==> src/rtl/dds_serial_writer.sv <==
// Serial register writer for a DDS: snapshots the register image on CEN, streams
// seven instruction+payload writes MSB first, then pulses DDS_UDCLK and reports READY.
module dds_serial_writer #(
  parameter int unsigned DIV = 4,
  parameter int unsigned UDW = 8
) (
  input  logic        CLK,
  input  logic        RST,
  input  logic        CEN,
  input  logic [15:0] F1H,
  input  logic [31:0] F1L,
  input  logic [15:0] F2H,
  input  logic [31:0] F2L,
  input  logic [15:0] DFWH,
  input  logic [31:0] DFWL,
  input  logic [13:0] PTW1,
  input  logic [13:0] PTW2,
  input  logic [19:0] RAMPRATE,
  input  logic [2:0]  MODE,
  input  logic        TRAIANGLE,
  input  logic        PLLEN,
  input  logic [4:0]  CLKMUILT,
  input  logic        PLLRANGE,
  input  logic        OSK,
  output logic        READY,
  output logic        BUSY,
  output logic        DDS_CSN,
  output logic        DDS_SCLK,
  output logic        DDS_SDIO,
  output logic        DDS_UDCLK
);

  localparam int unsigned FRAME_W = 56;
  localparam int unsigned BIT_W   = 6;
  localparam int unsigned XFER_W  = 3;
  localparam int unsigned CNT_MAX = (DIV > UDW) ? DIV : UDW;
  localparam int unsigned CNT_W   = (CNT_MAX > 1) ? $clog2(CNT_MAX) : 1;
  localparam logic [XFER_W-1:0] LAST_XFER = XFER_W'(6);

  typedef enum logic [2:0] {
    S_IDLE,
    S_SHIFT,
    S_GAP,
    S_UPDATE,
    S_DONE
  } state_t;

  state_t              state, state_d;
  logic [CNT_W-1:0]    cnt, cnt_d;
  logic                half, half_d;
  logic [BIT_W-1:0]    bit_cnt, bit_d;
  logic [XFER_W-1:0]   xfer, xfer_d, xfer_nx;
  logic [FRAME_W-1:0]  sreg, sreg_d, frame_nx;
  logic [BIT_W-1:0]    last_bit;

  logic [13:0]         ptw1_q, ptw2_q;
  logic [47:0]         f1_q, f2_q, dfw_q;
  logic [19:0]         ramp_q;
  logic [31:0]         cw_q, cw_c;

  logic                csn_d, sclk_d, sdio_d, udclk_d, ready_d, busy_d;

  logic                div_end, ud_end, start;

  assign div_end = (cnt == CNT_W'(DIV - 1));
  assign ud_end  = (cnt == CNT_W'(UDW - 1));
  assign start   = (state == S_IDLE) && CEN;
  assign xfer_nx = xfer + XFER_W'(1);

  // Control word with external update selected; unlisted bits stay zero.
  always_comb begin
    cw_c        = '0;
    cw_c[22]    = PLLRANGE;
    cw_c[21]    = ~PLLEN;
    cw_c[20:16] = CLKMUILT;
    cw_c[13]    = TRAIANGLE;
    cw_c[11:9]  = MODE;
    cw_c[8]     = 1'b0;
    cw_c[5]     = OSK;
  end

  // Index of the final bit of the current transfer (instruction + payload).
  always_comb begin
    last_bit = BIT_W'(23);
    case (xfer)
      3'd0, 3'd1:       last_bit = BIT_W'(23);
      3'd2, 3'd3, 3'd4: last_bit = BIT_W'(55);
      3'd5:             last_bit = BIT_W'(31);
      3'd6:             last_bit = BIT_W'(39);
      default:          last_bit = BIT_W'(23);
    endcase
  end

  // Left-aligned frame for the following transfer, built from the snapshot.
  always_comb begin
    frame_nx = '0;
    case (xfer_nx)
      3'd1:    frame_nx = {8'h01, 2'b00, ptw2_q, 32'h0};
      3'd2:    frame_nx = {8'h02, f1_q};
      3'd3:    frame_nx = {8'h03, f2_q};
      3'd4:    frame_nx = {8'h04, dfw_q};
      3'd5:    frame_nx = {8'h06, 4'h0, ramp_q, 24'h0};
      3'd6:    frame_nx = {8'h07, cw_q, 16'h0};
      default: frame_nx = '0;
    endcase
  end

  // State register together with the sequencing counters and shift register.
  always_ff @(posedge CLK or posedge RST) begin
    if (RST) begin
      state   <= S_IDLE;
      cnt     <= '0;
      half    <= 1'b0;
      bit_cnt <= '0;
      xfer    <= '0;
      sreg    <= '0;
    end else begin
      state   <= state_d;
      cnt     <= cnt_d;
      half    <= half_d;
      bit_cnt <= bit_d;
      xfer    <= xfer_d;
      sreg    <= sreg_d;
    end
  end

  // Next-state and counter logic.
  always_comb begin
    state_d = state;
    cnt_d   = cnt;
    half_d  = half;
    bit_d   = bit_cnt;
    xfer_d  = xfer;
    sreg_d  = sreg;
    case (state)
      S_IDLE: begin
        if (CEN) begin
          state_d = S_SHIFT;
          cnt_d   = '0;
          half_d  = 1'b0;
          bit_d   = '0;
          xfer_d  = '0;
          sreg_d  = {8'h00, 2'b00, PTW1, 32'h0};
        end
      end
      S_SHIFT: begin
        if (div_end) begin
          cnt_d = '0;
          if (!half) begin
            half_d = 1'b1;
          end else begin
            half_d = 1'b0;
            if (bit_cnt == last_bit) begin
              state_d = S_GAP;
            end else begin
              bit_d  = bit_cnt + BIT_W'(1);
              sreg_d = {sreg[FRAME_W-2:0], 1'b0};
            end
          end
        end else begin
          cnt_d = cnt + CNT_W'(1);
        end
      end
      S_GAP: begin
        if (div_end) begin
          cnt_d = '0;
          if (xfer == LAST_XFER) begin
            state_d = S_UPDATE;
          end else begin
            state_d = S_SHIFT;
            xfer_d  = xfer_nx;
            bit_d   = '0;
            half_d  = 1'b0;
            sreg_d  = frame_nx;
          end
        end else begin
          cnt_d = cnt + CNT_W'(1);
        end
      end
      S_UPDATE: begin
        if (ud_end) begin
          cnt_d   = '0;
          state_d = S_DONE;
        end else begin
          cnt_d = cnt + CNT_W'(1);
        end
      end
      S_DONE:  state_d = S_IDLE;
      default: state_d = S_IDLE;
    endcase
  end

  // Next values of the registered outputs, decoded from the upcoming state.
  always_comb begin
    csn_d   = 1'b1;
    sclk_d  = 1'b0;
    sdio_d  = sreg_d[FRAME_W-1];
    udclk_d = 1'b0;
    ready_d = 1'b0;
    busy_d  = 1'b0;
    case (state_d)
      S_SHIFT: begin
        csn_d  = 1'b0;
        sclk_d = half_d;
        busy_d = 1'b1;
      end
      S_GAP:    busy_d = 1'b1;
      S_UPDATE: begin
        udclk_d = 1'b1;
        busy_d  = 1'b1;
      end
      S_DONE:   ready_d = 1'b1;
      default:  busy_d = 1'b0;
    endcase
  end

  always_ff @(posedge CLK or posedge RST) begin
    if (RST) begin
      DDS_CSN   <= 1'b1;
      DDS_SCLK  <= 1'b0;
      DDS_SDIO  <= 1'b0;
      DDS_UDCLK <= 1'b0;
      READY     <= 1'b0;
      BUSY      <= 1'b0;
    end else begin
      DDS_CSN   <= csn_d;
      DDS_SCLK  <= sclk_d;
      DDS_SDIO  <= sdio_d;
      DDS_UDCLK <= udclk_d;
      READY     <= ready_d;
      BUSY      <= busy_d;
    end
  end

  // Register image captured once per sequence; later input changes are ignored.
  always_ff @(posedge CLK or posedge RST) begin
    if (RST) begin
      ptw1_q <= '0;
      ptw2_q <= '0;
      f1_q   <= '0;
      f2_q   <= '0;
      dfw_q  <= '0;
      ramp_q <= '0;
      cw_q   <= '0;
    end else if (start) begin
      ptw1_q <= PTW1;
      ptw2_q <= PTW2;
      f1_q   <= {F1H, F1L};
      f2_q   <= {F2H, F2L};
      dfw_q  <= {DFWH, DFWL};
      ramp_q <= RAMPRATE;
      cw_q   <= cw_c;
    end
  end

endmodule

==> config.mk <==
export PLATFORM = sky130hd
export DESIGN_NAME = dds_serial_writer
export DESIGN_NICKNAME = d
export VERILOG_FILES = /design/src/rtl/dds_serial_writer.sv
export SDC_FILE = /design/constraint.sdc
export NUM_CORES = 1
export LEC_CHECK = 0
export ABC_AREA = 1
export BUFFER_PORTS_ARGS = -buffer_cell sky130_fd_sc_hd__buf_2
export CAP_MARGIN = 0
export CORE_UTILIZATION = 28
export CTS_CLUSTER_SIZE = 40
export DETAILED_ROUTE_END_ITERATION = 6
export PLACE_DENSITY = 0.58
export SLEW_MARGIN = 10
export SYNTH_ARGS = -nofsm -noshare
export SYNTH_HDL_FRONTEND = slang
export SYNTH_SLANG_ARGS = --single-unit
==> constraint.sdc <==
create_clock -name CLK -period 18.2 [get_ports CLK]
set_clock_uncertainty 0.2 [all_clocks]
set_input_delay 0.91 -clock CLK [delete_from_list [all_inputs] [get_ports CLK]]
set_output_delay 0.91 -clock CLK [all_outputs]
set_load 0.005 [all_outputs]
# Yosys cells after proc, flatten, opt, wreduce, memory -nomap -nowiden
# Index checks and enable logic that the tools add are counted.
[word_totals]
register_bits = 267
in_bits = 207
out_inout_bits = 6
wordCells = 102
[op_classes]
n_addsub = 3
n_eq_ne = 27
n_mux = 42
n_bitwise = 1
reduce_logical = 11
[ops]
columns = ["cell", "count"]
rows = [
  ["56-bit two-way mux", 6],
  ["51-bit case mux with 6 select lines", 1],
  ["56-bit case mux with 3 select lines", 1],
  ["6-bit two-way mux", 6],
  ["6-bit case mux with 3 select lines", 2],
  ["3-bit two-way mux", 11],
  ["3-bit by 2-bit == test with 1-bit output (second input constant)", 9],
  ["3-bit == test (second input constant)", 8],
  ["2-bit != test (second input constant)", 6],
  ["3-bit case mux with 4 select lines", 1],
  ["1-bit two-way mux", 10],
  ["3-bit by 1-bit == test with 1-bit output (second input constant)", 3],
  ["3-bit case mux with 3 select lines", 1],
  ["7-bit AND reduction", 1],
  ["3-bit by 1-bit adder with 3-bit output (second input constant)", 2],
  ["6-bit by 1-bit adder with 6-bit output (second input constant)", 1],
  ["6-bit == test", 1],
  ["3-bit case mux with 2 select lines", 1],
  ["3-bit nonzero test", 2],
  ["3-bit OR reduction", 2],
  ["4-bit AND reduction", 1],
  ["3-bit logical NOT", 1],
  ["1-bit case mux with 3 select lines", 1],
  ["2-bit two-way mux", 1],
  ["5 further kinds", 5],
]

# Depth between registers and ports, before layout
# Gate-level depths: netlist (run 1).
[depth]
ltp_word = 11
ltp_mapped = 14
mapped_depth_nobuf = 13

# Worst setup path after synthesis (run 1)
# No wires, ideal clock.
[synth_timing]
path_type = "reg-to-reg"
start = "reg xfer[0]"
end = "reg sreg[44]"
setup_time_ps = 116
arrival_ps = 1885
required_ps = 17884
setup_slack_ps = 15999
path_stages_with_launch = 13
path_buffers = 2
period_less_slack_ps = 2201
path_cell_list = "dfrtp_1 > ha_1 > ha_1 > buf_2 > nand2_1 > inv_1 > buf_2 > nand2_1 > o21ai_0 > o21ai_0 > nand3_1 > nand2_1 > nand2_1"
[synth_between]
elab_chain_len = 6
word_cells_on_any_way = 22
classes_between = "1 x add/sub; 14 x eq/ne; 5 x mux; 2 x reduce/logical"
[synth_rtl]
columns = ["element", "line_no", "text"]
rows = [
  ["from (decl)", "52", "logic [XFER_W-1:0] xfer, xfer_d, xfer_nx;"],
  ["from (signal assigned)", "122", "xfer <= xfer_d;"],
  ["3-bit by 1-bit adder with 3-bit output, or another cell as far along", "68", "assign xfer_nx = xfer + XFER_W'(1);"],
  ["3-bit == test, or another cell as far along", "97", "case (xfer_nx)"],
  ["51-bit case mux with 6 select lines or 6-bit case mux with 3 select lines (tied branches)", "97, 85", ""],
  ["56-bit two-way mux or 6-bit == test (tied branches)", "167, 153", ""],
  ["56-bit two-way mux or 2-bit != test (tied branches)", "n/a", ""],
  ["56-bit case mux with 3 select lines or 7-bit AND reduction (tied branches)", "n/a", ""],
  ["to (signal assigned)", "123", "sreg <= sreg_d;"],
  ["to (decl)", "53", "logic [FRAME_W-1:0] sreg, sreg_d, frame_nx;"],
]
# Several ways; a longest one is shown, not always the timed one. The select of a mux whose other input is x is not followed.
# A chain may end at the register's enable or synchronous reset.

# Worst setup path after layout (run 1)
[layout_timing]
start = "reg state[2]"
end = "reg f1_q[25]"
[layout_between]
elab_chain_len = 2
[layout_rtl]
columns = ["element", "line_no", "text"]
rows = [
  ["from (decl)", "48", "state_t state, state_d;"],
  ["from (signal assigned)", "118", "state <= state_d;"],
  ["3-bit logical NOT", "67", "assign start = (state == S_IDLE) && CEN;"],
  ["1-bit logical AND", "67", ""],
  ["to (signal assigned)", "248", "f1_q <= {F1H, F1L};"],
  ["to (decl)", "57", "logic [47:0] f1_q, f2_q, dfw_q;"],
]
# Every way passes these cells.

==> results of run 1 <==
## layer usage
layer	part of all wire, %	wire length, um	vias up	GRT usage, %
li1	-	-	5340	-
met1	47	17300	5188	23.2
met2	46	16900	226	26.4
met3	5.2	1930	42	2.96
met4	1.7	631	0	4.21
met5	0	0	-	0
## cells in the final DEF (no fill, tap or decap)
cell type / Yosys / routed
a22o_1: 1 / 1
clkbuf_16: 0 / 31
a211oi_1: 1 / 1
clkbuf_1: 32 / 4
nand3b_1: 4 / 4
nor2_2: 2 / 2
nor3_1: 6 / 6
buf_4: 10 / 13
clkbuf_8: 0 / 10
o22ai_1: 30 / 30
inv_8: 0 / 1
inv_2: 10 / 9
dfstp_2: 1 / 1
o21ai_1: 6 / 6
nand2_2: 3 / 3
nand2_4: 3 / 3
bufinv_16: 0 / 4
dfrtp_1: 266 / 266
nor2_4: 1 / 2
nor2_8: 1 / 1
nand3_1: 86 / 86
o21a_1: 1 / 1
buf_2: 41 / 212
xor2_1: 3 / 3
nor2_1: 16 / 15
o211ai_1: 2 / 2
clkinvlp_4: 0 / 1
nand2_8: 1 / 1
o21ai_0: 150 / 150
nand4_1: 15 / 15
nand2_1: 737 / 737
o21ai_2: 1 / 1
clkinv_4: 0 / 1
inv_1: 114 / 113
inv_6: 0 / 1
clkinv_2: 0 / 7
a21oi_1: 27 / 27
ha_1: 13 / 13
clkinv_1: 3 / 3
## worst max path at each step
| stage | cells after the start | end | start | slack, ns |
|---|---|---|---|---|
| 2_1_floorplan | 1 | BUSY$_DFF_PP0_ | RST | 9.74 |
| 3_5_place_dp | 7 | f1_q[25]$_DFFE_PP0P_ | CEN | 14.09 |
| 4_1_cts | 7 | f1_q[25]$_DFFE_PP0P_ | state[2]$_DFF_PP0_ | 14.49 |
| 5_1_grt | 7 | ramp_q[5]$_DFFE_PP0P_ | state[2]$_DFF_PP0_ | 14.17 |
| 3_3_place_gp | 7 | dfw_q[44]$_DFFE_PP0P_ | CEN | 14.20 |
| 6_report | 7 | f1_q[25]$_DFFE_PP0P_ | state[2]$_DFF_PP0_ | 14.46 |
## logic make-up (layout without fill, tap and decap cells)
kind of cell,Yosys count,after routing,share of synthesized area [%]
flops,267,267,53.5
simple gates,875,875,28.3
compound gates,219,219,9.22
xor+xnor,3,3,0.211
fa+ha+maj,13,13,1.30
buf+inv,215,410,7.48
## per-stage QoR
stage               utilization (%)  setup WS, ns
floorplan                         -          9.74
global placement               32.0         14.20
detailed placement             32.0         14.09
CTS                            34.5         14.49
global route                   34.5         14.17
finish                         34.5         14.46
## final cells by class
cell class	count	area, sq um	area share [%]
clock buffers	45	928	6.17
clock inverters	13	175	1.16
inverters	127	485	3.23
multi-input cells	1110	4870	32.4
flip-flops and latches	267	6680	44.4
well taps	585	732	4.87
repair buffers	225	1160	7.71
## power by group
group | switching (mW) | internal [mW] | total, mW
logic | 0.0353 | 0.0251 | 0.0604
registers | 0.00942 | 0.617 | 0.627
clock network | 0.256 | 0.409 | 0.665
## flip-flops by register name, summed over array words and instances (netlist names), 6 cells and up
register	count
dfw_q	48
sreg	56
bit_cnt	6
f2_q	48
ptw2_q	14
ramp_q	20
f1_q	48
cw_q	12
==> out/qor.yml, run 1 <==
status:
  run_status: "finished, final reports clean"
layout:
  drive_above_1_share_pct: 17.0
  stdcell_count: 2372
  fin_nets: 1982
  finish.instance_area_sq_um: 15000
  n_antenna_cell: 0
  syn2layout_area_growth_pct: 20.5
  fill_cells: 4645
logic_synthesis:
  synthArstFlopShare_pct: 100
  synth-edff-count: 0
  netlist_top_cells_area: "dfrtp_1 53%, nand2_1 22%, o21ai_0 6.0%, nand3_1 3.4%, inv_1 3.4%"
  synthFlopType: "dfrtp_1"
  synthTopCellsByCount: "737 x nand2_1, 266 x dfrtp_1, 150 x o21ai_0"
  syn_area_sq_um: 12500
  syn_avg_cell_area_sq_um: 7.84
  synth.distinct_cells: 32
  netlist_instances: 1592
  seq_area_frac_synth_pct: 53.5
  synth_top_area_share_pct: 53.3
  ys_warn_count: 0
  synth_nets: 1812
  synth-seq-cells: 267
  synth_top_area_cell: "dfrtp_1"
  post-synth-top-count-cell: "nand2_1"
place:
  port-buffer-count: 212
  gp_congestion: 0.808
  dp.cells: 2314
  placed_area_sq_um: 13900
  hpwl_mm: 24.2
worst_setup_path:
  critPathMostFrequentCell: "buf_4"
  end_kind: "flop"
  critical-path-max-stage-delay_ns: 0.86
  criticalPathCategory: "flop to flop"
  cp_slowest_cell: "buf_4"
  cp_cell_sequence: "nor2_2, nand2_1, nor2_4, buf_4, buf_4, buf_4, o21ai_0"
  rrSetupSlack_ns: 14.46
  rr_startpoint: "state[2]$_DFF_PP0_"
  rr_worst_depth: 7
  crit_buf_inv: 3
  path_delay_family: "buffers and inverters"
  crit_fanout: 108
  critical_path.startpoint_type: "flop"
  cp_data_arrival_time_ns: 3.94
  r2r-end: "f1_q[25]$_DFFE_PP0P_"
  critical_path_required_ns: 18.41
timing:
  rsz0062_at_grt: "no"
  drv_slew: 0
  whs_ns: 0.253
  slew_headroom_pct: 31.8
  worst_pin_slew_ns: 1.02
  hold_viol: 0
  fin_crit_ns: 3.74
  fin_tns_setup_ns: 0
  fin_crit_sh_pct: 20.5
  clock.fmax_mhz: 268
  setup_viol: 0
grt:
  first_global_vias: 10800
  grtUsageTotal_pct: 16.6
  overflow: 0
  grt_pass1_wl_mm: 59.1
  grt_max_degree: 125
  antenna_found_initial: 1
floorplanning:
  initial_utilization_pct: 28.7
  die-area_sq_um: 45400
  fp.coreArea_sq_um: 43600
  die_w_um: 213
  row_count: 76
  die_h_um: 213
  pin_count: 213
clock_tree:
  hold_buffers: 0
  numCtsBuffers: 31
  cts.path.max_buffers: 3
  htree_levels: 1
  worstSkewPairLatency_ns: 0.57
  cts_resized: 0
  cts_sinks: 267
  clkSlewWorstSetupHoldPaths_ns: 0.06
  post_cts_buffers: 0
  cts_tree: "yes"
  root_buffer: "clkbuf_16"
route:
  num_vias: 10800
  wl_per_cell_um: 15.5
  first_pass_iters: 6
  vias_per_cell: 4.55
  ant_nets: 0
  drc: 0
  wl_mm: 36.8
  drt-initial-drc-count: 915
power:
  p_per_area_nw_per_um2: 89.9
  ir_worst_vdd_mv: 0.0618
  total_power_mw: 1.35
  p_leak_nw: 7.87
hold_path:
  min_path_type: "primary input to async pin"
job:
  cap_violations: 0
(Power assumes the default switching activity.)
==> run 2: changes to the inputs <==
- PLACE_DENSITY: 0.58 -> 0.59
- clock period: 18.2 -> 3.3 ns (I/O delays scaled with it)
==> run 2 against run 1 <==
  * Design area increased by 13%
  * Power increased to 5.4 times the previous value
  * Die area unchanged
  * Largest cell class unchanged
  * Largest power group is now sequential cells
  * Highest routed layer unchanged
==> out/qor.yml, run 2 (synthesis gave the netlist of run 1 again) <==
route:
  ant_nets: 0
  num_vias: 11700
  first_pass_iters: 5
  wl_per_cell_um: 15.7
  drc: 0
  drt-initial-drc-count: 734
  wl_mm: 40.4
  vias_per_cell: 4.54
floorplanning:
  die_w_um: 213
  die-area_sq_um: 45400
  initial_utilization_pct: 28.7
  die_h_um: 213
  row_count: 76
  pin_count: 213
  fp.coreArea_sq_um: 43600
layout:
  n_antenna_cell: 0
  fin_nets: 2194
  top_register: "sreg"
  final_common_cell: "nand2_1"
  final_cell_mix: "737 x nand2_1, 266 x dfrtp_1, 212 x buf_2"
  syn2layout_area_growth_pct: 36.7
  drive_above_1_share_pct: 14.9
  largest_register_ffs: 56
  utilization_pct: 39.2
  finish.instance_area_sq_um: 17100
place:
  hpwl_mm: 25.5
  dp_slack_ns: 0.434
  port-buffer-count: 212
  placed_area_sq_um: 14000
  gp_congestion: 0.833
timing:
  whs_ns: 0.140
  fin_tns_setup_ns: 0
  fin_crit_ns: 2.89
  drv_slew: 0
  setup_viol: 0
  worst_pin_slew_ns: 1.11
  fin_crit_sh_pct: 87.6
  setup_ws_ns: 0.410
  rsz0062_at_grt: "no"
  hold_viol: 0
  clock.fmax_mhz: 346
  slew_headroom_pct: 25.7
power:
  seqPwrFrac_pct: 47.5
  p_switching_mw: 1.65
  swShare_pct: 22.6
  ir_worst_vdd_mv: 0.375
  p_per_area_nw_per_um2: 427
  intPower_mw: 5.64
  clkPwrFrac_pct: 45.2
  p_comb_share_pct: 7.3
  p_leak_nw: 8.70
grt:
  first_global_vias: 11800
  antenna_found_initial: 1
  grtUsageTotal_pct: 18.1
  grt_pass1_wl_mm: 64.1
  grt_max_degree: 274
  overflow: 0
status:
  run_status: "finished, final reports clean"
clock_tree:
  cts_resized: 0
  numCtsBuffers: 30
  htree_levels: 1
  clkSlewWorstSetupHoldPaths_ns: 0.06
  worstSkewPairLatency_ns: 0.56
  post_cts_buffers: 0
  hold_buffers: 207
  cts_sinks: 267
  root_buffer: "clkbuf_16"
  cts.path.max_buffers: 3
  cts_tree: "yes"
worst_setup_path:
  criticalPathCategory: "flop to flop"
  critical_path.startpoint_type: "flop"
  crit_fanout: 32
  critical_path_required_ns: 3.60
  cp_data_arrival_time_ns: 3.19
  end_kind: "flop"
hold_path:
  min_path_type: "primary input to flop"
job:
  cap_violations: 0
==> run 2: changes by cell type in the layout (fill, tap and decap cells not counted), sizes merged <==
cell / previous run / this run
bufinv: 4 / 1
inv: 124 / 123
dlygate4sd3: 0 / 207
clkbuf: 45 / 48
buf: 225 / 231
clkinv: 11 / 7
==> run 2: layout make-up <==
cell class                      instances  area, sq um
Sequential cell                       267         6680
Clock buffer                           48          900
Fill cell                            4475        26500
Multi-Input combinational cell       1110         4870
Timing Repair Buffer                  438         3340
Clock inverter                          5         53.8
Inverter                              127          482
Tap cell                              585          732
==> run 2: path summary, 6_finish.rpt <==
check                                           from                    end  slack [ns]  depth (start not counted)
worst max-delay path             xfer[0]$_DFFE_PP0P_   sreg[43]$_DFFE_PP0P_        0.41                         11
worst min-delay path                         F1L[18]   f1_q[18]$_DFFE_PP0P_        0.14                          4
worst max register to register   xfer[0]$_DFFE_PP0P_   sreg[43]$_DFFE_PP0P_        0.41                         11
worst min register to register  f2_q[36]$_DFFE_PP0P_   f2_q[36]$_DFFE_PP0P_        0.27                          2
max in group asynchronous                        RST  dfw_q[13]$_DFFE_PP0P_        1.46                          5
min in group asynchronous                        RST  ptw2_q[9]$_DFFE_PP0P_        0.55                          4
==> run 2: power by group through the flow <==
stage | combinational, mW | clock (mW) | sequential [mW]
after floorplan | 0.153 | 0 | 3.51
after global placement | 0.332 | 0 | 3.51
after detailed placement | 0.342 | 0 | 3.52
after CTS | 0.531 | 3.38 | 3.46
after global routing | 0.599 | 3.51 | 3.47
final | 0.532 | 3.30 | 3.46
==> run 2: routing by layer <==
layer | track usage [%] | wire, um
met3 | 2.28 | 1690
met1 | 25.6 | 19100
met4 | 6.97 | 1400
met5 | 0 | 0
met2 | 28.0 | 18300
==> run 2: worst max-delay path: stages, from the launching register on <==
cell     delay [ns]
dfrtp_1        0.43
ha_1           0.25
ha_1           0.43
nand2_1        0.11
inv_1          0.28
buf_4          0.47
nand2_1        0.09
nand3_1        0.22
o21ai_0        0.13
nand3_1        0.09
nand2_1        0.05
nand2_1        0.07
==> run 2: per-stage QoR <==
stage,std cells,power (mW)
6_report,2580,7.29
5_1_grt,2580,7.58
4_1_cts,2580,7.37
3_5_place_dp,2320,3.86
3_3_place_gp,2320,3.85
2_1_floorplan,1592,3.66
